<file path="config.mk">
export PLATFORM = sky130hd
export DESIGN_NAME = ps2_rx_core
export DESIGN_NICKNAME = d
export VERILOG_FILES = /design/src/rtl/ps2_rx_core.sv
export SDC_FILE = /design/constraint.sdc
export NUM_CORES = 1
export LEC_CHECK = 0
export ABC_AREA = 1
export BUFFER_PORTS_ARGS = -buffer_cell sky130_fd_sc_hd__buf_2
export CAP_MARGIN = 40
export CELL_PAD_IN_SITES_DETAIL_PLACEMENT = 1
export CELL_PAD_IN_SITES_GLOBAL_PLACEMENT = 1
export CORE_UTILIZATION = 43
export CTS_CLUSTER_SIZE = 12
export DETAILED_ROUTE_END_ITERATION = 16
export HOLD_SLACK_MARGIN = 0.15
export PLACE_DENSITY = 0.81
export SYNTH_ARGS = -nofsm -noshare
export SYNTH_HDL_FRONTEND = slang
export SYNTH_SLANG_ARGS = --single-unit
</file>
<file path="constraint.sdc">
create_clock -name clk_i -period 1.9 [get_ports clk_i]
set_input_delay 0.095 -clock clk_i [delete_from_list [all_inputs] [get_ports clk_i]]
set_output_delay 0.095 -clock clk_i [all_outputs]
set_load 0.01 [all_outputs]
</file>
<file path="src/rtl/ps2_rx_core.sv">
// PS/2 device-to-host receive engine: pin conditioning, 11-bit frame
// deserializer, FWFT receive FIFO, sticky error flags and interrupt level.
module ps2_rx_core #(
   parameter int unsigned FIFO_DEPTH  = 8,
   parameter int unsigned FILTER_LEN  = 4,
   parameter int unsigned TIMEOUT_CYC = 50000
) (
   input  logic                          clk_i,
   input  logic                          rst_n_i,
   input  logic                          en_i,
   input  logic                          ps2_clk_i,
   input  logic                          ps2_dat_i,
   output logic [7:0]                    dat_o,
   output logic                          dat_valid_o,
   input  logic                          dat_ready_i,
   output logic [$clog2(FIFO_DEPTH):0]   cnt_o,
   output logic                          par_err_o,
   output logic                          frm_err_o,
   output logic                          ovf_o,
   input  logic                          clr_err_i,
   output logic                          irq_o
);

   localparam int unsigned AW = $clog2(FIFO_DEPTH);
   localparam int unsigned CW = AW + 1;
   localparam int unsigned FW = $clog2(FILTER_LEN + 1);
   localparam int unsigned TW = (TIMEOUT_CYC > 1) ? $clog2(TIMEOUT_CYC) : 1;

   typedef enum logic [1:0] {
      S_IDLE   = 2'd0,
      S_DATA   = 2'd1,
      S_PARITY = 2'd2,
      S_STOP   = 2'd3
   } state_e;

   // Conditioning registers
   logic          clk_s1_q, clk_s2_q, dat_s1_q, dat_s2_q;
   logic          filt_q, filt_d, filt_prev_q;
   logic [FW-1:0] run_q, run_d;
   logic          fall_c;

   // Frame engine registers
   state_e        state_q, state_d;
   logic [2:0]    bit_cnt_q, bit_cnt_d;
   logic [7:0]    shreg_q, shreg_d;
   logic          par_bit_q, par_bit_d;
   logic [TW-1:0] to_q, to_d;
   logic          timeout_c;
   logic          shift_c, par_lat_c, push_c, par_evt_c, frm_evt_c;

   // FIFO and status registers
   logic [7:0]    mem_q [FIFO_DEPTH];
   logic [AW-1:0] wr_ptr_q, wr_ptr_d, rd_ptr_q, rd_ptr_d;
   logic [CW-1:0] cnt_q, cnt_d;
   logic          valid_q, valid_d;
   logic          pop_c, full_c, wr_c, ovf_evt_c;
   logic          par_q, par_d, frm_q, frm_d, ovf_q, ovf_d;
   logic          irq_q, irq_d;

   // Glitch filter: follow the synchronized clock only after FILTER_LEN stable disagreeing samples
   always_comb begin
      filt_d = filt_q;
      run_d  = '0;
      if (clk_s2_q != filt_q) begin
         if (run_q == FW'(FILTER_LEN - 1)) begin
            filt_d = ~filt_q;
         end else begin
            run_d = run_q + FW'(1);
         end
      end
   end

   assign fall_c = filt_prev_q & ~filt_q;

   // Pin synchronizers and filtered clock; idle-high at reset
   always_ff @(posedge clk_i or negedge rst_n_i) begin
      if (!rst_n_i) begin
         clk_s1_q    <= 1'b1;
         clk_s2_q    <= 1'b1;
         dat_s1_q    <= 1'b1;
         dat_s2_q    <= 1'b1;
         filt_q      <= 1'b1;
         filt_prev_q <= 1'b1;
         run_q       <= '0;
      end else begin
         clk_s1_q    <= ps2_clk_i;
         clk_s2_q    <= clk_s1_q;
         dat_s1_q    <= ps2_dat_i;
         dat_s2_q    <= dat_s1_q;
         filt_q      <= filt_d;
         filt_prev_q <= filt_q;
         run_q       <= run_d;
      end
   end

   assign timeout_c = (state_q != S_IDLE) && !fall_c && (to_q == TW'(TIMEOUT_CYC - 1));

   // FSM state register
   always_ff @(posedge clk_i or negedge rst_n_i) begin
      if (!rst_n_i) begin
         state_q <= S_IDLE;
      end else begin
         state_q <= state_d;
      end
   end

   // FSM next state: advance on filtered falling edges, abort on disable or timeout
   always_comb begin
      state_d = state_q;
      if (!en_i || timeout_c) begin
         state_d = S_IDLE;
      end else if (fall_c) begin
         case (state_q)
            S_IDLE:   if (!dat_s2_q) state_d = S_DATA;
            S_DATA:   if (bit_cnt_q == 3'd7) state_d = S_PARITY;
            S_PARITY: state_d = S_STOP;
            S_STOP:   state_d = S_IDLE;
            default:  state_d = S_IDLE;
         endcase
      end
   end

   // FSM outputs: shift/latch strobes and end-of-frame verdict (stop, then parity)
   always_comb begin
      shift_c   = 1'b0;
      par_lat_c = 1'b0;
      push_c    = 1'b0;
      par_evt_c = 1'b0;
      frm_evt_c = 1'b0;
      if (en_i) begin
         if (timeout_c) begin
            frm_evt_c = 1'b1;
         end else if (fall_c) begin
            case (state_q)
               S_DATA:   shift_c   = 1'b1;
               S_PARITY: par_lat_c = 1'b1;
               S_STOP: begin
                  if (!dat_s2_q) begin
                     frm_evt_c = 1'b1;
                  end else if ((^shreg_q ^ par_bit_q) == 1'b0) begin
                     par_evt_c = 1'b1;
                  end else begin
                     push_c = 1'b1;
                  end
               end
               default: ;
            endcase
         end
      end
   end

   // Deserializer datapath and inter-edge timeout counter
   always_comb begin
      bit_cnt_d = bit_cnt_q;
      shreg_d   = shreg_q;
      par_bit_d = par_bit_q;
      if (state_q == S_IDLE) begin
         bit_cnt_d = 3'd0;
      end
      if (shift_c) begin
         shreg_d   = {dat_s2_q, shreg_q[7:1]};
         bit_cnt_d = bit_cnt_q + 3'd1;
      end
      if (par_lat_c) begin
         par_bit_d = dat_s2_q;
      end
      if (!en_i || state_q == S_IDLE || fall_c || timeout_c) begin
         to_d = '0;
      end else begin
         to_d = to_q + TW'(1);
      end
   end

   // Deserializer registers
   always_ff @(posedge clk_i or negedge rst_n_i) begin
      if (!rst_n_i) begin
         bit_cnt_q <= '0;
         shreg_q   <= '0;
         par_bit_q <= 1'b0;
         to_q      <= '0;
      end else begin
         bit_cnt_q <= bit_cnt_d;
         shreg_q   <= shreg_d;
         par_bit_q <= par_bit_d;
         to_q      <= to_d;
      end
   end

   // FIFO control, sticky flags and interrupt next-state
   always_comb begin
      pop_c     = valid_q & dat_ready_i;
      full_c    = (cnt_q == CW'(FIFO_DEPTH));
      wr_c      = push_c & (~full_c | pop_c);
      ovf_evt_c = push_c & full_c & ~pop_c;
      wr_ptr_d  = wr_c  ? wr_ptr_q + AW'(1) : wr_ptr_q;
      rd_ptr_d  = pop_c ? rd_ptr_q + AW'(1) : rd_ptr_q;
      cnt_d     = cnt_q;
      if (wr_c && !pop_c) begin
         cnt_d = cnt_q + CW'(1);
      end else if (!wr_c && pop_c) begin
         cnt_d = cnt_q - CW'(1);
      end
      valid_d = (cnt_d != '0);
      par_d   = par_evt_c | (par_q & ~clr_err_i);
      frm_d   = frm_evt_c | (frm_q & ~clr_err_i);
      ovf_d   = ovf_evt_c | (ovf_q & ~clr_err_i);
      irq_d   = en_i & (valid_d | par_d | frm_d | ovf_d);
   end

   // FIFO storage, pointers, occupancy and status registers
   always_ff @(posedge clk_i or negedge rst_n_i) begin
      if (!rst_n_i) begin
         for (int i = 0; i < FIFO_DEPTH; i++) begin
            mem_q[i] <= '0;
         end
         wr_ptr_q <= '0;
         rd_ptr_q <= '0;
         cnt_q    <= '0;
         valid_q  <= 1'b0;
         par_q    <= 1'b0;
         frm_q    <= 1'b0;
         ovf_q    <= 1'b0;
         irq_q    <= 1'b0;
      end else begin
         if (wr_c) begin
            mem_q[wr_ptr_q] <= shreg_q;
         end
         wr_ptr_q <= wr_ptr_d;
         rd_ptr_q <= rd_ptr_d;
         cnt_q    <= cnt_d;
         valid_q  <= valid_d;
         par_q    <= par_d;
         frm_q    <= frm_d;
         ovf_q    <= ovf_d;
         irq_q    <= irq_d;
      end
   end

   assign dat_o       = mem_q[rd_ptr_q];
   assign dat_valid_o = valid_q;
   assign cnt_o       = cnt_q;
   assign par_err_o   = par_q;
   assign frm_err_o   = frm_q;
   assign ovf_o       = ovf_q;
   assign irq_o       = irq_q;

endmodule

</file>
# After elaboration in Yosys (flattened, before gate mapping)
# Index checks and enable logic that the tools add are counted.
[word_totals] regBits=118 input_bits=7 out_inout_bits=17 word_cells=135
[op_classes] addsub=7 n_lt_le_gt_ge=3 eq_ne=10 muxes=43 bitwise_logic=23 reduce_logical=21
[ops] op="$bwmux 64" n=1
[ops] op="$mux 1" n=25
[ops] op="$bmux 8 s3" n=1
[ops] op="$demux 8 s3" n=1
[ops] op="$mux 8" n=3
[ops] op="$add 16x1->16 const B" n=1
[ops] op="$eq 16x16->1 const B" n=1
[ops] op="$mux 16" n=1
[ops] op="$add 3x1->3 const B" n=4
[ops] op="$mux 3" n=4
[ops] op="$and 1x1->1" n=9
[ops] op="$ge 4x4->1 const B" n=2
[ops] op="$mux 2" n=4
[ops] op="$mux 4" n=2
[ops] op="$not 3->4" n=2
[ops] op="$pmux 2 s4" n=1
[ops] op="$reduce_xor 8->1" n=1
[ops] op="$or 1x1->1" n=7
[ops] op="$ne 3x3->1 const B" n=2
[ops] op="$reduce_bool 2->1" n=3
[ops] op="$logic_and 1x1->1" n=5
[ops] op="$add 4x1->4 const B" n=1
[ops] op="$eq 2x2->1 const B" n=2
[ops] op="$eq 4x4->1 const B" n=1
[ops] op="14 further kinds" n=23

# Logic depth before layout (Yosys ltp)
# Gate-level depths: netlist of run 1.
[logic_depth] word_depth=18 ltp_mapped=18 depth_no_buf=17

# Worst setup path after synthesis of run 1
# No wires, ideal clock.
[synth_timing] kind="register -> register" from="reg filt_prev_q" to="reg mem_q[55] (netlist name)" setup_ns=0.125 t_arrival_ns=1.785 t_required_ns=1.775 setup_slack_ns=-0.010 stages_incl_launch_ff=12 n_path_buf=1 synth_period_minus_slack_ns=1.910 cell_sequence="dfstp_2 -> inv_1 -> or2_1 -> inv_1 -> nand4_1 -> nor2_4 -> nand2_4 -> nor2_8 -> nand2_4 -> buf_6 -> nand2_1 -> o21ai_2"
[synth_via] elab_chain_len=7 elab_cells_between_ends=8 cone_classes="mux: 3; bitwise: 2; reduce/logical: 3"
[synth_lines] element="start: declaration" line_no="38" text="logic filt_q, filt_d, filt_prev_q;"
[synth_lines] element="start signal: assignment" line_no="91" text="filt_prev_q <= filt_q;"
[synth_lines] element="$and 1x1->1 (*)" line_no="73" text="assign fall_c = filt_prev_q & ~filt_q;"
[synth_lines] element="$logic_not 1->1" line_no="96" text="assign timeout_c = (state_q != S_IDLE) && !fall_c && (to_q == TW'(TIMEOUT_CYC - 1));"
[synth_lines] element="$logic_and 1x1->1 (2 in a row)" line_no="96"
[synth_lines] element="$mux 1 (*)" line_no="131" text="if (timeout_c) begin"
[synth_lines] element="$mux 1 (*)" line_no="130" text="if (en_i) begin"
[synth_lines] element="$and 1x1->1 (*)" line_no="193" text="wr_c = push_c & (~full_c | pop_c);"
[synth_lines] element="end signal: indexed assignment" line_no="226" text="mem_q[wr_ptr_q] <= shreg_q;"
[synth_lines] element="end: declaration" line_no="52" text="logic [7:0] mem_q [FIFO_DEPTH];"
# Mark *: on every way between the ends. The rest lies on a longest branch, timed or not.
# A chain may end at the register's enable or synchronous reset.

# Final worst setup path of run 1
# Same ends and word-level chain as after synthesis.

==> results of run 1 <==
==> critical path: stages (launching register included) <==
cell     delay (ps)
dfstp_2         520
inv_2            30
or2_4           240
inv_2            60
nand4_1         100
buf_4           170
nor2_4          180
nand2_4         130
nor2_8          140
buf_12          190
nand2_8         150
nand2_2         150
o21ai_2          70
==> flip-flops by register name (all words and copies together) (netlist names) <==
| name | count |
|---|---|
| mem_q | 64 |
| to_q | 16 |
| shreg_q | 8 |
| cnt_o | 4 |
| bit_cnt_q | 3 |
| rd_ptr_q | 3 |
| run_q | 3 |
| wr_ptr_q | 3 |
| state_q | 2 |
| clk_s1_q | 1 |
| clk_s2_q | 1 |
| dat_s1_q | 1 |
| dat_s2_q | 1 |
| dat_valid_o | 1 |
| filt_prev_q | 1 |
| filt_q | 1 |
| frm_err_o | 1 |
| irq_o | 1 |
| ovf_o | 1 |
| par_bit_q | 1 |
| par_err_o | 1 |
==> per-layer routing <==
layer  global-route usage, %  routed length [µm]
met5                       0                   0
met4                    10.3                1490
met1                    30.6                8740
met3                    7.16                1420
met2                    48.4               12100
==> timing repair <==
action	CTS	global route
endpoints found under the hold margin	107	0
endpoints found under the setup margin	78	96
cloned	2	9
pin swaps	16	47
hold buffers	6	0
gates resized for setup	58	191
buffers inserted	19	23
==> kinds of logic (layout without fill, tap and decap cells) <==
| kind of cell | after synthesis | after routing |
|---|---|---|
| buf+inv | 79 | 194 |
| simple gates | 288 | 294 |
| xor+xnor | 9 | 9 |
| mux | 1 | 1 |
| fa+ha+maj | 12 | 12 |
| flops | 118 | 118 |
| compound gates | 142 | 142 |
==> Yosys cell counts (3+ instances only) <==
cell type and n:
nor2_1 84, a31oi_1 8, nand2_1 147, inv_1 47, o21bai_1 3, nand2_4 9, buf_6 10, nand3_1 16
dfrtp_1 112, xor2_1 8, clkbuf_1 13, o21ai_1 51, o21ai_0 48, nor3_1 11, a21oi_1 7, nor3b_1 5
o21ai_2 13, ha_1 12, nor4_1 3, o22ai_1 9, inv_2 5, dfstp_2 6
==> layout by cell type (no fill, tap or decap), types with 22 or more instances in the layout <==
cell       n
buf_4     60
nand2_1   68
o21ai_1   51
o21ai_0   30
dfrtp_1  111
nand2_4   29
nand2_2   57
o21ai_2   29
buf_2     22
inv_1     38
nor2_1    58
==> final timing paths <==
| path | cells past startpoint | end | startpoint |
|---|---|---|---|
| setup / recovery | 12 | mem_q[55] | filt_prev_q |
| hold / removal | 2 | mem_q[13] | rst_n_i |
| setup reg to reg | 12 | mem_q[55] | filt_prev_q |
| hold reg to reg | 0 | dat_s2_q | dat_s1_q |
| max in group asynchronous | 3 | rd_ptr_q[0] | rst_n_i |
| min in group clk_i | 5 | to_q[9] | en_i |
==> final cells by class <==
cell class	instances	share of cell area, %
Tap cell	172	2.66
Inverter	54	2.63
Timing Repair Buffer	108	12.1
Sequential cell	118	36.6
Multi-Input combinational cell	458	39.2
Clock buffer	30	6.73
Clock inverter	2	0.124
==> power groups by stage <==
stage / Sequential, mW / Clock [mW] / Combinational (mW)
2_1_floorplan: 2.88 / 0 / 1.51
6_report: 2.89 / 3.08 / 4.21
3_5_place_dp: 2.86 / 0 / 2.52
3_3_place_gp: 2.86 / 0 / 2.42
5_1_grt: 2.91 / 3.20 / 4.41
4_1_cts: 2.83 / 3.04 / 2.81
==> impl_metrics.yaml, run 1 <==
final_layout:
  layout.cells.non_filler: 942
  antenna-diode-count: 0
  ff_latch_area_um2: 2960
  multi_input_comb_area_um2: 3170
  fin_area_um2: 8090
  final_util_pct: 63.6
  nets: 776
  synthToLayoutAreaGrowth_pct: 42.8
  nFillCells: 1374
  drive_gt1_share_pct: 43.4
floorplan:
  start_util_pct: 44.5
  rows: 41
  ios: 24
  die_w_um: 117
  core_area_um2: 12700
  die_y_um: 117
  die-area_um2: 13600
logic_synthesis:
  ys.flop_type: "dfrtp_1"
  ys_async_sr_fraction_pct: 100
  synth-edff-count: 0
  synthSimpleGateAreaFrac_pct: 22.7
  synthesis.nets: 668
  yosysTopAreaCell: "dfrtp_1"
  synth-compound-area-share_pct: 14.1
  synthAdderAreaFrac_pct: 2.65
  synth_top_family_by_area: "simple AND/OR/NAND/NOR gates"
  netlist_area_um2: 5670
  synth_cell_types: 38
  yosys-mux-area-fraction_pct: 0.199
  ys_seq_elements: 118
  yosysSeqAreaShare_pct: 52.3
  synthXorXnorAreaFrac_pct: 1.39
  syn_avg_cell_area_um2: 8.73
  yosys_warnings: 0
  synthCells: 649
  synth_top_area_share_pct: 49.5
  synth.area.top_cells: "dfrtp_1, nand2_1, nor2_1"
status:
  outcome: "complete, but fails checks"
  violations: "setup timing"
timing:
  min_period_ps: 2270
  period_share_pct: 119
  relSlewSlack_pct: 7.29
  slew_violations: 0
  setup_tns_ps: -19830
  max_freq_mhz: 441
  hold_violations: 0
  fin_ws_ps: -369
  finalSetupViolCount: 80
  tightest_slew_ps: 1390
  fin_hold_ws_ps: 204
  finClkSkew_ps: 8.59
  rsz0062_at_grt: "true"
global_routing:
  grt_pass1_wl_um: 27400
  antenna_found_initial: 0
  track_usage_pct: 26.9
  grt_pass1_vias: 5400
  grt_max_degree: 39
  grt-ovfl-total: 0
routing:
  routed_wl_um: 23800
  wl_per_cell_um: 25.2
  vias: 5492
  vias_per_cell: 5.83
  drt_iter0_markers: 471
  drcViolationCount: 0
  ant_nets: 0
  drtPass1Iterations: 4
pwr:
  pwr-share-seq_pct: 28.4
  intPower_mw: 6.31
  p_leak_nw: 3.62
  p_sw_share_pct: 38.0
  pwr-share-clk_pct: 30.2
  power_mw: 10.2
  switchingPower_mw: 3.87
  powerDensity_nw_per_um2: 1260
  combPwrFrac_pct: 41.4
  vdd_drop_max_mv: 0.648
critical_path:
  worstPathRequired_ps: 2190
  start_kind: "register"
  end_kind: "register"
  reg2reg_setup_slack_ps: -370
  cp_max_fo: 8
  critical_path_class: "reg -> reg"
  worstPathArrival_ps: 2560
placement:
  dpl.hpwl_um: 9620
  place_ws_ps: -222
  placed_area_um2: 6110
  place_inst: 853
  place.gp.congestion: 0.792
  portBuffers: 23
min_path:
  min_path_type: "in -> async"
clock_network:
  clock_path_buffers: 2
  ctsHtreeMaxLevel: 4
  cts.sinks: 118
  cts_tree: "done"
  cts-buffers-inserted: 17
  clkTransAtPathRegs_ps: 60
  clock_latency_ps: 420
  cts-root-buf: "clkbuf_16"
flow_run:
  maxCapViolCount: 0
Power figures use the tool's default switching activity.
==> run 2, diff against run 1 <==
Settings changed: CORE_MARGIN from default to 2.
==> run 2 against run 1 <==
The flow still finishes with violations (setup timing). Final cell count up 1.2%. Critical path depth rose by 5. Count of clock-buffer cells in the layout is 4 lower. Utilization grew 3.2 points. Worst hold slack lost 24 ps. Total power up 6.9%. Sequential share of layout area decreased by 1.7 points. Clock power shrank 3%. Largest power group unchanged.
==> impl_metrics.yaml, run 2 (same netlist as run 1, synthesis figures left out) <==
status:
  outcome: "complete, but fails checks"
  violations: "setup timing"
final_layout:
  final_util_pct: 66.7
  drive_gt1_share_pct: 49.9
  nets: 787
  nFillCells: 1372
  synthToLayoutAreaGrowth_pct: 49.9
  final_cell_mix: "dfrtp_1, nand2_1, buf_4"
  reg.largest.list: "mem_q x64, to_q x16, shreg_q x8"
  largest_register_ffs: 64
  largest-register: "mem_q"
  layout.cells.non_filler: 953
  mostFrequentLayoutCell: "dfrtp_1"
timing:
  slew_violations: 0
  finClkSkew_ps: 16.4
  fin_hold_ws_ps: 180
  hold_violations: 0
  min_period_ps: 2370
  relSlewSlack_pct: 20.2
  tightest_slew_ps: 1190
  finalSetupViolCount: 95
  fin_ws_ps: -471
  max_freq_mhz: 422
  rsz0062_at_grt: "true"
  period_share_pct: 125
critical_path:
  start_kind: "register"
  rr_worst_depth: 17
  worstPathRequired_ps: 2200
  r2r_start: "shreg_q[0]"
  crit_slowest_cell: "dfrtp_1"
  reg2reg_setup_slack_ps: -470
  endpoint: "dat_valid_o"
  cp_max_fo: 7
  critical_path_class: "reg -> reg"
  worstPathArrival_ps: 2670
  crit_top_cell: "nand2_1"
  end_kind: "register"
  r2r_end: "dat_valid_o"
  crit_path_cell_trace: "inv_2, nand2_2, nand2_1, nand2_1, nand2_2, buf_6, nand2_4, buf_6, nand3_4, nand2_4, nand2_1, nand2_1, nand2_1, nand2_2, nor2_4, buf_4, nand2_1"
  setup.worst_path.start: "shreg_q[0]"
  slowest_delay_ps: 460
floorplan:
  start_util_pct: 44.5
  die_y_um: 119
  die-area_um2: 14100
  die_w_um: 119
  rows: 41
  ios: 24
  core_area_um2: 12700
min_path:
  min_path_type: "in -> reg"
routing:
  vias_per_cell: 6.30
  vias: 6001
  routed_wl_um: 27500
  ant_nets: 0
  drcViolationCount: 0
  drtPass1Iterations: 5
  drt_iter0_markers: 647
  wl_per_cell_um: 28.9
global_routing:
  antenna_found_initial: 0
  grt_pass1_wl_um: 32400
  grt-ovfl-total: 0
  grt_max_degree: 55
  track_usage_pct: 30.1
  grt_pass1_vias: 5911
clock_network:
  clock_latency_ps: 440
  cts-buffers-inserted: 17
  cts_tree: "done"
  clkTransAtPathRegs_ps: 70
  ctsHtreeMaxLevel: 4
  cts-root-buf: "clkbuf_16"
  cts.sinks: 118
  clock_path_buffers: 2
flow_run:
  maxCapViolCount: 0
pwr:
  p_leak_nw: 3.72
  vdd_drop_max_mv: 0.751
  powerDensity_nw_per_um2: 1280
placement:
  place.gp.congestion: 0.801
  portBuffers: 23
  place_ws_ps: -200
  place_inst: 855
  dpl.hpwl_um: 10000
-- run 2: critical path: cells and delay by family, from the launching register on --
family	cells	cell delay, ps
buffers and inverters	4	470
and+or+nand+nor	13	1300
DFF	1	460
-- run 2: metrics by stage --
step                      area [µm²]  setup TNS, ps  total power [mW]
after floorplan                 5670              0              4.39
after global routing            8490         -36330              11.1
after detailed placement        6140          -3920              5.45
after CTS                       7340          -8450              8.92
final                           8490         -26280              10.9
after global placement          6140          -69.5              5.34
-- run 2: area by class of cell --
cell class | count | area [µm²] | share of cell area [%]
Multi-Input combinational cell | 459 | 3470 | 40.9
Sequential cell | 118 | 2960 | 34.9
Timing Repair Buffer | 118 | 1120 | 13.2
Clock buffer | 26 | 479 | 5.64
Tap cell | 172 | 215 | 2.53
Inverter | 54 | 213 | 2.50
Clock inverter | 5 | 25.0 | 0.295
Antenna cell | 1 | 2.50 | 0.0295
-- run 2: worst min path at each step --
| stage | start | end | slack (ps) | cells past startpoint |
|---|---|---|---|---|
| global route | en_i | to_q[12] | 180 | 4 |
| global placement | rst_n_i | mem_q[61] | 9 | 1 |
| CTS | en_i | to_q[10] | 150 | 4 |
| detailed placement | rst_n_i | mem_q[61] | 10 | 1 |
| floorplan | rst_n_i | bit_cnt_q[0] | -200 | 0 |
| finish | en_i | to_q[12] | 180 | 4 |
-- run 2: routing by layer --
metal / global-route usage, % / routed length, µm
met5: 0 / 0
met4: 16.9 / 2130
met3: 7.63 / 2080
met2: 52.9 / 13800
met1: 32.9 / 9580
-- run 2: where the power goes --
group          switching, mW  internal [mW]  leakage, nW
registers              0.201           2.70         1.59
clock network           1.27           1.72        0.252
logic                   2.93           2.07         1.88
-- run 2: timing repair --
action,4_1_cts,5_1_grt
pin swaps,31,82
setup buffers,19,27
hold endpoints to repair,122,0
endpoints found under the setup margin,78,98
hold buffers,7,0
gates cloned,5,8
resized for setup,103,237
